==> src/rtl/move_queue.sv <==
// ----------------------------------------------------------------------------
// move_queue
// Input front-end for the 2048 game core. Raw push-buttons are synchronised
// and debounced; each debounced press (and, optionally, each decoded UART
// keystroke) becomes a direction command buffered in a register FIFO and
// offered to the game controller over a valid/ready handshake.
//
// Optional feature macro: MOVE_QUEUE_UART_EN
//   defined     : rx_data/rx_valid are decoded ('w','d','s','a', any case)
//                 into commands 0..3 and compete with buttons for the push.
//   not defined : rx_data/rx_valid are ignored, no decode logic is built.
//
// Ports:
//   clk        sole clock
//   rst        asynchronous active-low reset
//   btn        raw asynchronous button levels, active-high (button i -> code i)
//   rx_data    UART received byte
//   rx_valid   one-cycle strobe qualifying rx_data
//   flush      synchronous FIFO clear (new game); drop_cnt is kept
//   cmd        head command, IDLE_CODE when empty (registered)
//   cmd_valid  FIFO non-empty (registered)
//   cmd_ready  consumer accepts head when cmd_valid && cmd_ready
//   level      current FIFO occupancy
//   drop_cnt   saturating count of lost commands
// ----------------------------------------------------------------------------
module move_queue #(
  parameter int NUM_BTNS        = 4,
  parameter int CMD_W           = 3,
  parameter int DEBOUNCE_CYCLES = 500000,
  parameter int DEPTH           = 8,
  parameter int IDLE_CODE       = 4
) (
  input  logic                   clk,
  input  logic                   rst,
  input  logic [NUM_BTNS-1:0]    btn,
  input  logic [7:0]             rx_data,
  input  logic                   rx_valid,
  input  logic                   flush,
  output logic [CMD_W-1:0]       cmd,
  output logic                   cmd_valid,
  input  logic                   cmd_ready,
  output logic [$clog2(DEPTH):0] level,
  output logic [7:0]             drop_cnt
);

  localparam int PTR_W  = $clog2(DEPTH);
  localparam int LVL_W  = PTR_W + 1;
  localparam int CNT_W  = $clog2(DEBOUNCE_CYCLES);
  localparam int CAND_W = $clog2(NUM_BTNS + 2);

  // The counter toggles the state on the edge that would take it to
  // DEBOUNCE_CYCLES, so it only ever needs to hold DEBOUNCE_CYCLES-1.
  localparam logic [CNT_W-1:0] CNT_LAST = CNT_W'(DEBOUNCE_CYCLES - 1);
  localparam logic [LVL_W-1:0] LVL_FULL = LVL_W'(DEPTH);
  localparam logic [CMD_W-1:0] IDLE_CMD = CMD_W'(IDLE_CODE);

  // Number of set bits in a press vector.
  function automatic logic [CAND_W-1:0] count_ones(input logic [NUM_BTNS-1:0] v);
    logic [CAND_W-1:0] n;
    n = '0;
    for (int i = 0; i < NUM_BTNS; i++) begin
      n = n + CAND_W'(v[i]);
    end
    return n;
  endfunction

  // Debounce pipeline state
  logic [NUM_BTNS-1:0] sync1_r;
  logic [NUM_BTNS-1:0] sync2_r;
  logic [NUM_BTNS-1:0] db_r;
  logic [NUM_BTNS-1:0] db_prev_r;
  logic [NUM_BTNS-1:0] press_r;
  logic [CNT_W-1:0]    cnt_r [NUM_BTNS];

  // FIFO state
  logic [CMD_W-1:0]    mem_r [DEPTH];
  logic [PTR_W-1:0]    rd_ptr_r;
  logic [PTR_W-1:0]    wr_ptr_r;
  logic [LVL_W-1:0]    level_r;
  logic [7:0]          drop_r;
  logic [CMD_W-1:0]    cmd_r;
  logic                cmd_valid_r;

  // Arbitration / next-state signals
  logic [CMD_W-1:0]    btn_code_s;
  logic                uart_hit_s;
  logic [CMD_W-1:0]    uart_code_s;
  logic [CAND_W-1:0]   cand_cnt_s;
  logic [CAND_W-1:0]   lose_cnt_s;
  logic                push_req_s;
  logic [CMD_W-1:0]    push_code_s;
  logic                pop_s;
  logic                full_s;
  logic                push_ok_s;
  logic                ovf_s;
  logic [8:0]          drop_sum_s;
  logic                wr_en_s;
  logic [PTR_W-1:0]    rd_ptr_n_s;
  logic [PTR_W-1:0]    wr_ptr_n_s;
  logic [LVL_W-1:0]    level_n_s;
  logic [7:0]          drop_n_s;
  logic [CMD_W-1:0]    cmd_n_s;

`ifdef MOVE_QUEUE_UART_EN
  // Map a keystroke to a direction; 3'd4 means "not a move key".
  // OR-ing 0x20 folds upper case onto lower case, and only the two case
  // variants of each letter land on the matched values.
  function automatic logic [2:0] decode_key(input logic [7:0] b);
    logic [7:0] lc;
    logic [2:0] k;
    lc = b | 8'h20;
    case (lc)
      8'h77:   k = 3'd0;  // w
      8'h64:   k = 3'd1;  // d
      8'h73:   k = 3'd2;  // s
      8'h61:   k = 3'd3;  // a
      default: k = 3'd4;
    endcase
    return k;
  endfunction

  logic [2:0] key_s;

  // UART candidate: a mapped key whose code has a matching button slot.
  always_comb begin
    key_s       = decode_key(rx_data);
    uart_hit_s  = rx_valid && (key_s != 3'd4) && (int'(key_s) < NUM_BTNS);
    uart_code_s = CMD_W'(key_s);
  end
`else
  logic unused_uart_s;
  assign unused_uart_s = ^{rx_data, rx_valid};

  // No UART source in this build.
  always_comb begin
    uart_hit_s  = 1'b0;
    uart_code_s = '0;
  end
`endif

  // Synchronise, debounce and edge-detect every button.
  always_ff @(posedge clk or negedge rst) begin
    if (!rst) begin
      sync1_r   <= '0;
      sync2_r   <= '0;
      db_r      <= '0;
      db_prev_r <= '0;
      press_r   <= '0;
      for (int i = 0; i < NUM_BTNS; i++) begin
        cnt_r[i] <= '0;
      end
    end else begin
      sync1_r   <= btn;
      sync2_r   <= sync1_r;
      db_prev_r <= db_r;
      press_r   <= db_r & ~db_prev_r;
      for (int i = 0; i < NUM_BTNS; i++) begin
        if (sync2_r[i] == db_r[i]) begin
          cnt_r[i] <= '0;
        end else if (cnt_r[i] == CNT_LAST) begin
          db_r[i]  <= ~db_r[i];
          cnt_r[i] <= '0;
        end else begin
          cnt_r[i] <= cnt_r[i] + CNT_W'(1);
        end
      end
    end
  end

  // Lowest-index press wins (scan from the top so low indices overwrite).
  always_comb begin
    btn_code_s = '0;
    for (int i = NUM_BTNS - 1; i >= 0; i--) begin
      btn_code_s = press_r[i] ? CMD_W'(i) : btn_code_s;
    end
  end

  // Arbitration, drop accounting and FIFO next state, including the head
  // value the output register will hold after this edge.
  always_comb begin
    cand_cnt_s  = count_ones(press_r) + CAND_W'(uart_hit_s);
    push_req_s  = (|press_r) | uart_hit_s;
    push_code_s = (|press_r) ? btn_code_s : uart_code_s;
    lose_cnt_s  = push_req_s ? (cand_cnt_s - CAND_W'(1)) : '0;
    pop_s       = (level_r != '0) & cmd_ready;
    full_s      = (level_r == LVL_FULL);
    push_ok_s   = push_req_s & (~full_s | pop_s);
    ovf_s       = push_req_s & full_s & ~pop_s;
    drop_sum_s  = {1'b0, drop_r} + 9'(lose_cnt_s) + 9'(ovf_s);

    if (flush) begin
      wr_en_s    = 1'b0;
      rd_ptr_n_s = '0;
      wr_ptr_n_s = '0;
      level_n_s  = '0;
      drop_n_s   = drop_r;
    end else begin
      wr_en_s    = push_ok_s;
      rd_ptr_n_s = rd_ptr_r + PTR_W'(pop_s);
      wr_ptr_n_s = wr_ptr_r + PTR_W'(push_ok_s);
      level_n_s  = level_r + LVL_W'(push_ok_s) - LVL_W'(pop_s);
      drop_n_s   = (drop_sum_s > 9'd255) ? 8'd255 : drop_sum_s[7:0];
    end

    // The entry being written this edge becomes the head when it lands on
    // the next read slot (empty FIFO, or popping the last entry).
    if (level_n_s == '0) begin
      cmd_n_s = IDLE_CMD;
    end else if (wr_en_s && (wr_ptr_r == rd_ptr_n_s)) begin
      cmd_n_s = push_code_s;
    end else begin
      cmd_n_s = mem_r[rd_ptr_n_s];
    end
  end

  // FIFO pointers, occupancy, drop counter and registered outputs.
  always_ff @(posedge clk or negedge rst) begin
    if (!rst) begin
      rd_ptr_r    <= '0;
      wr_ptr_r    <= '0;
      level_r     <= '0;
      drop_r      <= 8'd0;
      cmd_r       <= IDLE_CMD;
      cmd_valid_r <= 1'b0;
    end else begin
      rd_ptr_r    <= rd_ptr_n_s;
      wr_ptr_r    <= wr_ptr_n_s;
      level_r     <= level_n_s;
      drop_r      <= drop_n_s;
      cmd_r       <= cmd_n_s;
      cmd_valid_r <= (level_n_s != '0);
    end
  end

  // FIFO storage; contents are don't-care after reset.
  always_ff @(posedge clk) begin
    if (wr_en_s) begin
      mem_r[wr_ptr_r] <= push_code_s;
    end
  end

  assign cmd       = cmd_r;
  assign cmd_valid = cmd_valid_r;
  assign level     = level_r;
  assign drop_cnt  = drop_r;

endmodule

==> config.mk <==
export PLATFORM = sky130hd
export DESIGN_NAME = move_queue
export DESIGN_NICKNAME = d
export VERILOG_FILES = /design/src/rtl/move_queue.sv
export SDC_FILE = /design/constraint.sdc
export NUM_CORES = 1
export LEC_CHECK = 0
export ABC_AREA = 0
export BUFFER_PORTS_ARGS = -buffer_cell sky130_fd_sc_hd__buf_2
export CORE_UTILIZATION = 55
export CTS_BUF_LIST = sky130_fd_sc_hd__clkbuf_8
export DETAILED_ROUTE_END_ITERATION = 16
export PLACE_DENSITY = 0.73
export REMOVE_ABC_BUFFERS = 1
export SLEW_MARGIN = 20
export SYNTH_ARGS = -nofsm -noshare
export SYNTH_HDL_FRONTEND = slang
export SYNTH_SLANG_ARGS = --single-unit
==> constraint.sdc <==
create_clock -name clk -period 3.5 [get_ports clk]
set_input_delay 0.175 -clock clk [delete_from_list [all_inputs] [get_ports clk]]
set_output_delay 0.175 -clock clk [all_outputs]
set_load 0.03 [all_outputs]
=== Yosys cells after proc, flatten, opt, wreduce, memory -nomap -nowiden ===
Memories as Yosys holds them, arrays and structs flattened.
Cells that the tools add are included.

* Bits in latches: 0
* Logic and storage cells: 93
* RAM bits: 16
* Bits in read-only memories: 0
* Memories: 1
* Register bits: 118

{| class="wikitable"
|+ Memory list
! name !! depth !! bits a word !! rd ports !! clocked after memory_dff !! write ports !! line !! RTL
|-
| mem_r || 8 || 2 || 1 || 0 || 1 || 76 || <nowiki>logic [CMD_W-1:0] mem_r [DEPTH];</nowiki>
|}

* Shift operators: 0
* Reductions and logical operators: 9
* Equality and inequality tests: 10
* Bitwise gates (word level): 17
* Order comparisons: 1
* Divide/modulo/power cells: 0
* Mux-type cells: 23
* Multiply operators: 0
* $add $sub $neg: 14

{| class="wikitable"
|+ Operators with widths
! cell !! count
|-
| $mux W19 || 8
|-
| $add A19 B1 Y19 const B || 4
|-
| $eq A19 B19 Y1 const B || 4
|-
| $mux W3 || 5
|-
| $mux W2 || 5
|-
| $not A1 Y1 || 10
|-
| $add A3 B1 Y3 || 3
|-
| $add A8 B3 Y9 || 1
|-
| $add A9 B1 Y9 || 1
|-
| $gt A9 B8 Y1 const B || 1
|-
| $mux W8 || 1
|-
| $reduce_and A2 Y1 || 4
|-
| $reduce_bool A4 Y1 || 2
|-
| $add A4 B1 Y4 || 1
|-
| $and A1 B1 Y1 || 4
|-
| $and A4 B4 Y4 || 1
|-
| $eq A1 B1 Y1 || 4
|-
| $eq A4 B4 Y1 const B || 1
|-
| $logic_not A4 Y1 || 1
|-
| $mux W4 || 1
|-
| $not A4 Y4 || 1
|-
| $reduce_or A4 Y1 || 1
|-
| $sub A4 B1 Y4 || 1
|-
| $add A2 B1 Y3 || 1
|-
| other kinds (6) || 8
|}

=== Depth between registers and ports, before layout ===
Gate-level depths: netlist of the first run.

* Word-level depth: 9
* Mapped depth: 13

=== Worst setup path after synthesis of the first run ===
Ideal clock, no wire load.

* Kind: reg2reg
* Start point: register press_r[0]
* End point: register drop_r[7] (netlist: drop_cnt[7])
* Data arrival time: 2.738 ns
* Path slack: 0.637 ns
* Cell stages (with the launch flop): 13
* Clock period less this slack: 2.863 ns
* Path through: dfrtp_1 -> inv_1 -> ha_1 -> fa_1 -> ha_1 -> or2_2 -> inv_1 -> ha_1 -> a21o_1 -> a21oi_1 -> nor2_1 -> and3_1 -> mux2_2

* Longest elaborated chain between the ends: 9
* Elaborated cells between the ends (all ways): 12
* Classes of those cells: 6 x add/sub; 1 x order compare; 2 x mux; 2 x bitwise; 1 x reduce/logical

{| class="wikitable"
|+ RTL lines
! item !! line !! RTL
|-
| from (decl) || 72 || <nowiki>logic [NUM_BTNS-1:0] press_r;</nowiki>
|-
| from (signal assigned) || 156 || <nowiki>press_r <= db_r & ~db_prev_r;</nowiki>
|-
| $add A1 B1 Y2 || 62 || <nowiki>n = n + CAND_W'(v[i]);</nowiki>
|-
| $add A2 B1 Y3 || 62 ||
|-
| $add A3 B1 Y3 || 62 ||
|-
| $sub A3 B1 Y3 || 184 || <nowiki>lose_cnt_s = push_req_s ? (cand_cnt_s - CAND_W'(1)) : '0;</nowiki>
|-
| $mux W3 || 184 ||
|-
| $add A8 B3 Y9 || 189 || <nowiki>drop_sum_s = {1'b0, drop_r} + 9'(lose_cnt_s) + 9'(ovf_s);</nowiki>
|-
| $add A9 B1 Y9 * || 189 ||
|-
| $gt A9 B8 Y1 || 202 || <nowiki>drop_n_s = (drop_sum_s > 9'd255) ? 8'd255 : drop_sum_s[7:0];</nowiki>
|-
| $mux W8 * || 202 ||
|-
| to (signal assigned) || 229 || <nowiki>drop_r <= drop_n_s;</nowiki>
|-
| to (decl) || 80 || <nowiki>logic [7:0] drop_r;</nowiki>
|}

Every way passes the cells marked *; elsewhere a longest branch is shown, timed or not.
A chain may end at the register's enable or synchronous reset.

=== Worst setup path after layout of the first run ===
Ends and elaborated chain as after synthesis.

==> impl_results.rst, run 1 <==
.. list-table::
   :header-rows: 1

   * - Metric
     - Value
   * - Status
     - finished clean
   * - Clock Latency Late Sink
     - 430 ps
   * - Remaining global-route overflow
     - 0
   * - Clock Sink Count
     - 134
   * - Detailed-route wire length on metal 1
     - 5010 microns
   * - Kind of path behind the tightest hold check
     - primary input to flip-flop
   * - Total global routing track utilization
     - 0.198
   * - CTS tree
     - done
   * - Number of cells after detailed placement
     - 741
   * - Met3 wirelength from detailed routing
     - approximately 260 microns
   * - Final instance area
     - approximately 7000 sq um
   * - Floorplan row count
     - 38
   * - Total of flip-flops plus latches after synthesis
     - between 100 and 150
   * - Power Dens Cells
     - 521 nW/um^2
   * - Initial antenna violation count
     - 0
   * - Number of distinct library cell variants in the gate-level netlist after synthesis
     - 51
   * - Die width
     - 109 microns
   * - Top cells by area, synth
     - dfrtp_1 46%, edfxtp_1 7.6%, nor2_1 6.4%
   * - Pleak
     - approximately 3.1 nW
   * - Number of standard cells in the layout, taps in and fillers out
     - 778
   * - Avg Synthesized Cell Area
     - approximately 11 sq um
   * - Synth top cells by count
     - 117 x dfrtp_1, 108 x nor2_1, 41 x xnor2_1, 40 x xor2_1, 35 x nand3_1
   * - Ys flop type
     - dfrtp_1
   * - Met2 Wirelength
     - slightly above 5000 microns
   * - Number of synthesis warnings
     - 0
   * - Hold Path Stages
     - 2
   * - Buffer levels on the longest clock path
     - 2
   * - Sequential area share after synthesis
     - 0.545
   * - Clock-pin slew on the worst setup and hold paths
     - 70 ps
   * - Total power draw
     - 3.65 mW
   * - Area share of xor/xnor cells in the synthesized design
     - 0.113
   * - Diodes inserted
     - 0
   * - Setup slack of the worst register-to-register path
     - 500 ps
   * - Cell count after synthesis
     - 590
   * - Post-synthesis simple-gate area fraction
     - 0.213
   * - Number of buffers added on ports
     - 23
   * - Vias per Instance
     - between 5 and 6
   * - Largest family of logic cells by synthesized area
     - simple AND/OR/NAND/NOR gates
   * - Kind of start point of the critical path
     - flip-flop
   * - Area fraction of the dominant cell type after synthesis
     - 0.464
   * - Endpoint of the worst hold path
     - level[1]
   * - Core Box Area
     - 11000 sq um
   * - Standard cell area after detailed placement
     - 6530 sq um
   * - Worst setup margin
     - 496 ps
   * - Final setup violation count
     - 0
   * - Adder and majority gate portion of the synthesized area
     - 0.0484
   * - Max-cap check violation count
     - 0
   * - Highest achievable clock rate
     - ~330 MHz
   * - Final HPWL from detailed placement
     - 7200 microns
   * - Fraction of synthesized area in multiplexers
     - 0.0189
   * - Worst setup skew after layout
     - 12.0 ps
   * - Violation count after the first detailed-routing iteration
     - 203
   * - Origin of the worst min-delay path
     - flush
   * - I/O pin count
     - 33
   * - Hold violation count in the final report
     - 0
   * - Max Fanout on Critical Path
     - 4
   * - Max-Slew Margin vs Limit
     - 0.326
   * - Share of layout cells above drive strength 1
     - 0.118
   * - WL/cell
     - 13.6 microns
   * - Number of nets with antenna violations after detailed routing
     - 0
   * - First drt pass iteration count
     - 4
   * - Die area
     - 11900 sq um
   * - Initial standard-cell utilization of the core
     - 0.574
   * - Cell with the most instances after synthesis
     - dfrtp_1
   * - Capturing point of the worst reg2reg path
     - drop_cnt[7]
   * - Library cell used as clock root buffer
     - clkbuf_8
   * - CTS HTree Levels
     - 4
   * - Max-slew violation count
     - 0
   * - Setup repair after global routing missed its margin
     - false
   * - Die outline height
     - 109 microns
   * - Final worst path period need
     - 3000 ps
   * - Peak VDD IR
     - just under 500 uV
   * - Num CTS Buffers
     - 17
   * - Wire length after detailed routing
     - 10500 microns
   * - Fin nets
     - approximately 660
   * - Highest metal layer with signal wires
     - met4
   * - Synth async-reset ratio
     - 0.881
   * - Number of synthesized flops with an enable pin
     - 16
   * - Pin count of the biggest net entering global routing
     - 72
   * - Arrival time reported for the critical path endpoint
     - 3320 ps
   * - Pre-CTS WS
     - 488 ps
   * - Largest area contributor in the netlist
     - dfrtp_1
   * - Area Growth Syn to Fin
     - 11.2%
   * - Path type of the worst setup path
     - flip-flop to flip-flop
   * - Final TNS setup
     - 0 ps
   * - Buffers inserted during post-CTS setup optimization
     - 0
   * - Via count
     - approximately 4.1k
   * - Global-route wire length before repair
     - approximately 18000 microns
   * - Final critical-path share of the clock period
     - 0.858
   * - Routability congestion estimate
     - slightly below 0.8
   * - Source of the worst register-to-register timing path
     - press_r[0]
   * - Post-synthesis compound-gate area fraction
     - 0.0324
   * - Post-synthesis cell area
     - 6300 sq um
   * - Via count of the first global-routing pass
     - ~4k
   * - Actual slew at the worst max-slew pin
     - slightly above 1000 ps
   * - Residual DRC
     - 0
   * - Critical Path RT
     - approximately 3800 ps
   * - R2R depth
     - 12
   * - Nature of the critical path endpoint
     - flip-flop
## repair_timing
action	CTS	global route
hold buffers	5	0
gates resized for setup	0	0
hold endpoints to repair	73	0
## power by group
part	internal [mW]	total (mW)	switching, mW
Sequential	1.64	1.69	0.0443
Clock	0.761	1.34	0.580
Combinational	0.233	0.620	0.386
## logic make-up (layout without fill, tap and decap cells)
kind of cell | count (synthesis) | in the layout
AO/OA/AOI/OAI | 31 | 31
AND/OR/NAND/NOR | 270 | 270
flip-flops | 134 | 134
buffers and inverters | 42 | 90
multiplexers | 10 | 10
adder cells (fa/ha/maj) | 22 | 22
XOR/XNOR | 81 | 81
## worst max-delay path: stages, from the launching register on
cell	delay (ps)
dfrtp_1	390
inv_1	60
ha_1	310
fa_1	370
ha_1	270
or2_2	320
inv_1	60
ha_1	210
a21o_1	170
a21oi_1	180
nor2_1	80
and3_1	210
mux2_2	260
## how the worst max path moves through the flow
stage	start	to	slack, ps	cells past startpoint
2_1_floorplan	press_r[0]	drop_cnt[7]	650	12
3_5_place_dp	press_r[0]	drop_cnt[7]	490	12
3_3_place_gp	press_r[0]	drop_cnt[7]	530	12
5_1_grt	press_r[0]	drop_cnt[7]	320	12
6_report	press_r[0]	drop_cnt[7]	500	12
4_1_cts	press_r[0]	drop_cnt[7]	480	12
## state kept, by name, indices dropped and copies added, names as in the netlist, 4 cells and up
signal and flops:
drop_cnt 8, cnt_r 76, sync1_r 4, level 4, press_r 4, db_prev_r 4
db_r 4, mem_r 16, sync2_r 4
## placed cells by master, fill, tap and decap left out, types with 15 or more instances in the layout
| cell | n |
|---|---|
| dfrtp_1 | 117 |
| nor2_1 | 108 |
| xnor2_1 | 41 |
| xor2_1 | 40 |
| nand3_1 | 35 |
| nand2_1 | 33 |
| inv_1 | 28 |
| buf_2 | 22 |
| clkbuf_8 | 20 |
| ha_1 | 18 |
| edfxtp_1 | 16 |
| nor3_1 | 15 |
## final cells by class
class                   count  area, sq um
clock buffers              20          275
clock inverters            12          151
fillers                   843         3980
inverters                  27          101
multi-input cells         414         2680
flip-flops and latches    134         3430
well taps                 140          175
repair buffers             31          190
## metrics by stage
stage,util,hold slack (ps)
final,0.638,188
after global routing,0.638,188
after CTS,0.638,163
after detailed placement,0.595,285
after global placement,0.595,282
after floorplan,-,-121
## routing by layer
layer | vias to the layer above | GRT usage
met2 | 53 | 0.330
met3 | 9 | 0.0484
met4 | 0 | 0.0782
met5 | - | 0
met1 | 2010 | 0.248
li1 | 2067 | -
No activity file was read; power rests on OpenSTA's default activity.
==> inputs of run 2 (changes only) <==
--- a/config.mk
+++ b/config.mk
@@ -8,7 +8,6 @@
 export ABC_AREA = 0
 export BUFFER_PORTS_ARGS = -buffer_cell sky130_fd_sc_hd__buf_2
 export CORE_UTILIZATION = 55
-export CTS_BUF_LIST = sky130_fd_sc_hd__clkbuf_8
 export DETAILED_ROUTE_END_ITERATION = 16
 export PLACE_DENSITY = 0.73
 export REMOVE_ABC_BUFFERS = 1
==> impl_results.rst, run 2 (same netlist as run 1, synthesis figures left out) <==
.. list-table::
   :header-rows: 1

   * - Metric
     - Value
   * - Status
     - finished clean
   * - Violation count after the first detailed-routing iteration
     - 223
   * - Share of layout cells above drive strength 1
     - 0.118
   * - Origin of the worst min-delay path
     - flush
   * - Clock Latency Late Sink
     - 410 ps
   * - Remaining global-route overflow
     - 0
   * - Initial standard-cell utilization of the core
     - 0.574
   * - Residual DRC
     - 0
   * - Post-cts gate resize count
     - 0
   * - Clock Sink Count
     - roughly 130
   * - Highest achievable clock rate
     - between 300 and 400 MHz
   * - Arrival time reported for the critical path endpoint
     - 3330 ps
   * - Peak VDD IR
     - 619 uV
   * - Via count
     - 4169
   * - Number of flip-flops under the largest register name
     - 76
   * - Diodes inserted
     - 0
   * - Path type of the worst setup path
     - flip-flop to flip-flop
   * - Nature of the critical path endpoint
     - flip-flop
   * - Via count of the first global-routing pass
     - 4217
   * - Kind of path behind the tightest hold check
     - primary input to flip-flop
   * - Endpoint of the worst hold path
     - level[1]
   * - Buffer levels on the longest clock path
     - 2
   * - Final instance area
     - 7200 sq um
   * - Initial antenna violation count
     - 0
   * - Vias per Instance
     - 5.36
   * - Core Box Area
     - between 10000 and 15000 sq um
   * - Final critical-path share of the clock period
     - 0.868
   * - Final TNS setup
     - 0 ps
   * - Actual slew at the worst max-slew pin
     - 1010 ps
   * - Commonest non-fill, non-tap cell in the layout
     - dfrtp_1
   * - Wire length after detailed routing
     - 10900 microns
   * - Global-route wire length before repair
     - 18400 microns
   * - I/O pin count
     - 33
   * - Worst setup skew after layout
     - approximately 10 ps
   * - Kind of start point of the critical path
     - flip-flop
   * - Fin nets
     - 664
   * - Worst setup path start
     - press_r[0]
   * - Source of the worst register-to-register timing path
     - press_r[0]
   * - Max-cap check violation count
     - 0
   * - Max-slew violation count
     - 0
   * - Pin count of the biggest net entering global routing
     - 72
   * - Die width
     - 109 microns
   * - Final HPWL from detailed placement
     - 7200 microns
   * - CTS HTree Levels
     - 4
   * - First drt pass iteration count
     - 4
   * - Pleak
     - 3.19 nW
   * - Area used by multi-input combinational logic
     - 2680 sq um
   * - Setup slack of the worst register-to-register path
     - 460 ps
   * - FF/Latch Area
     - 3430 sq um
   * - Hold Path Stages
     - 2
   * - Power Dens Cells
     - between 500 and 600 nW/um^2
   * - Area Growth Syn to Fin
     - 14.2%
   * - Max Fanout on Critical Path
     - 4
   * - WL/cell
     - around 14 microns
   * - Library cell used as clock root buffer
     - clkbuf_16
   * - R2R depth
     - 12
   * - Die outline height
     - 109 microns
   * - Capturing point of the worst reg2reg path
     - drop_cnt[7]
   * - Setup repair after global routing missed its margin
     - false
   * - Total global routing track utilization
     - 0.201
   * - Register ranked first by flip-flop count
     - cnt_r
   * - Max-Slew Margin vs Limit
     - 0.321
   * - Routability congestion estimate
     - between 0.7 and 0.8
   * - Number of buffers added on ports
     - 23
   * - Number of nets with antenna violations after detailed routing
     - 0
   * - Number of filler cells placed in the layout
     - between 800 and 900
   * - Critical Path RT
     - 3790 ps
   * - Clock-pin slew on the worst setup and hold paths
     - 60 ps
   * - CTS tree
     - done
   * - Die area
     - around 12000 sq um
   * - Num CTS Buffers
     - 17
   * - Most frequent cells in the layout
     - 117 x dfrtp_1, 108 x nor2_1, 41 x xnor2_1, 40 x xor2_1, 35 x nand3_1
   * - Final worst path period need
     - around 3000 ps
   * - Standard cell area after detailed placement
     - 6530 sq um
   * - Hold violation count in the final report
     - 0
   * - Final setup violation count
     - 0
   * - Floorplan row count
     - 38
-- run 2: through the flow --
step                      hold WS [ps]  setup slack, ps   util  std cells  total power, mW
final                              205              462  0.655        778             4.14
after floorplan                   -121              647      -        575             2.17
after global placement             282              528  0.595        741             2.32
after CTS                          188              447  0.655        778             4.18
after global routing               227              306  0.655        778             4.33
after detailed placement           285              488  0.595        741             2.34
-- run 2: timing repair --
item | CTS | global route
setup buffers | 0 | 0
hold buffers | 5 | 0
hold endpoints to repair | 73 | 0
-- run 2: where the power goes --
| part | switching [mW] | total (mW) | leakage, nW | internal [mW] |
|---|---|---|---|---|
| combinational | 0.389 | 0.623 | 1.12 | 0.233 |
| clock | 0.648 | 1.83 | 0.303 | 1.18 |
| sequential | 0.0448 | 1.69 | 1.77 | 1.65 |
| total | 1.08 | 4.14 | 3.19 | 3.06 |
-- run 2: final cells by class --
| cell class | count | area share |
|---|---|---|
| Clock buffer | 21 | 0.0654 |
| Multi-Input combinational cell | 414 | 0.372 |
| Timing Repair Buffer | 31 | 0.0264 |
| Tap cell | 140 | 0.0243 |
| Inverter | 27 | 0.0141 |
| Sequential cell | 134 | 0.477 |
| Clock inverter | 11 | 0.0205 |
-- run 2: worst max-delay path, stage by stage (launching register included) --
cell and delay, ps:
dfrtp_1 380, inv_1 60, ha_1 310, fa_1 380
ha_1 290, or2_2 320, inv_1 60, ha_1 210
a21o_1 170, a21oi_1 180, nor2_1 80, and3_1 210
mux2_2 260
-- run 2: metal layers --
metal	part of all wire	up-vias	wire, microns	global-route usage
met1	0.47	2035	5080	0.245
met4	0.013	0	144	0.0830
met2	0.50	50	5380	0.336
li1	-	2071	-	-
met3	0.023	13	253	0.0568
met5	0	-	0	0
-- run 2: worst max-delay path by stage --
stage / to / cells after the start
2_1_floorplan: drop_cnt[7] / 12
3_3_place_gp: drop_cnt[7] / 12
3_5_place_dp: drop_cnt[7] / 12
4_1_cts: drop_cnt[7] / 12
5_1_grt: drop_cnt[7] / 12
6_report: drop_cnt[7] / 12
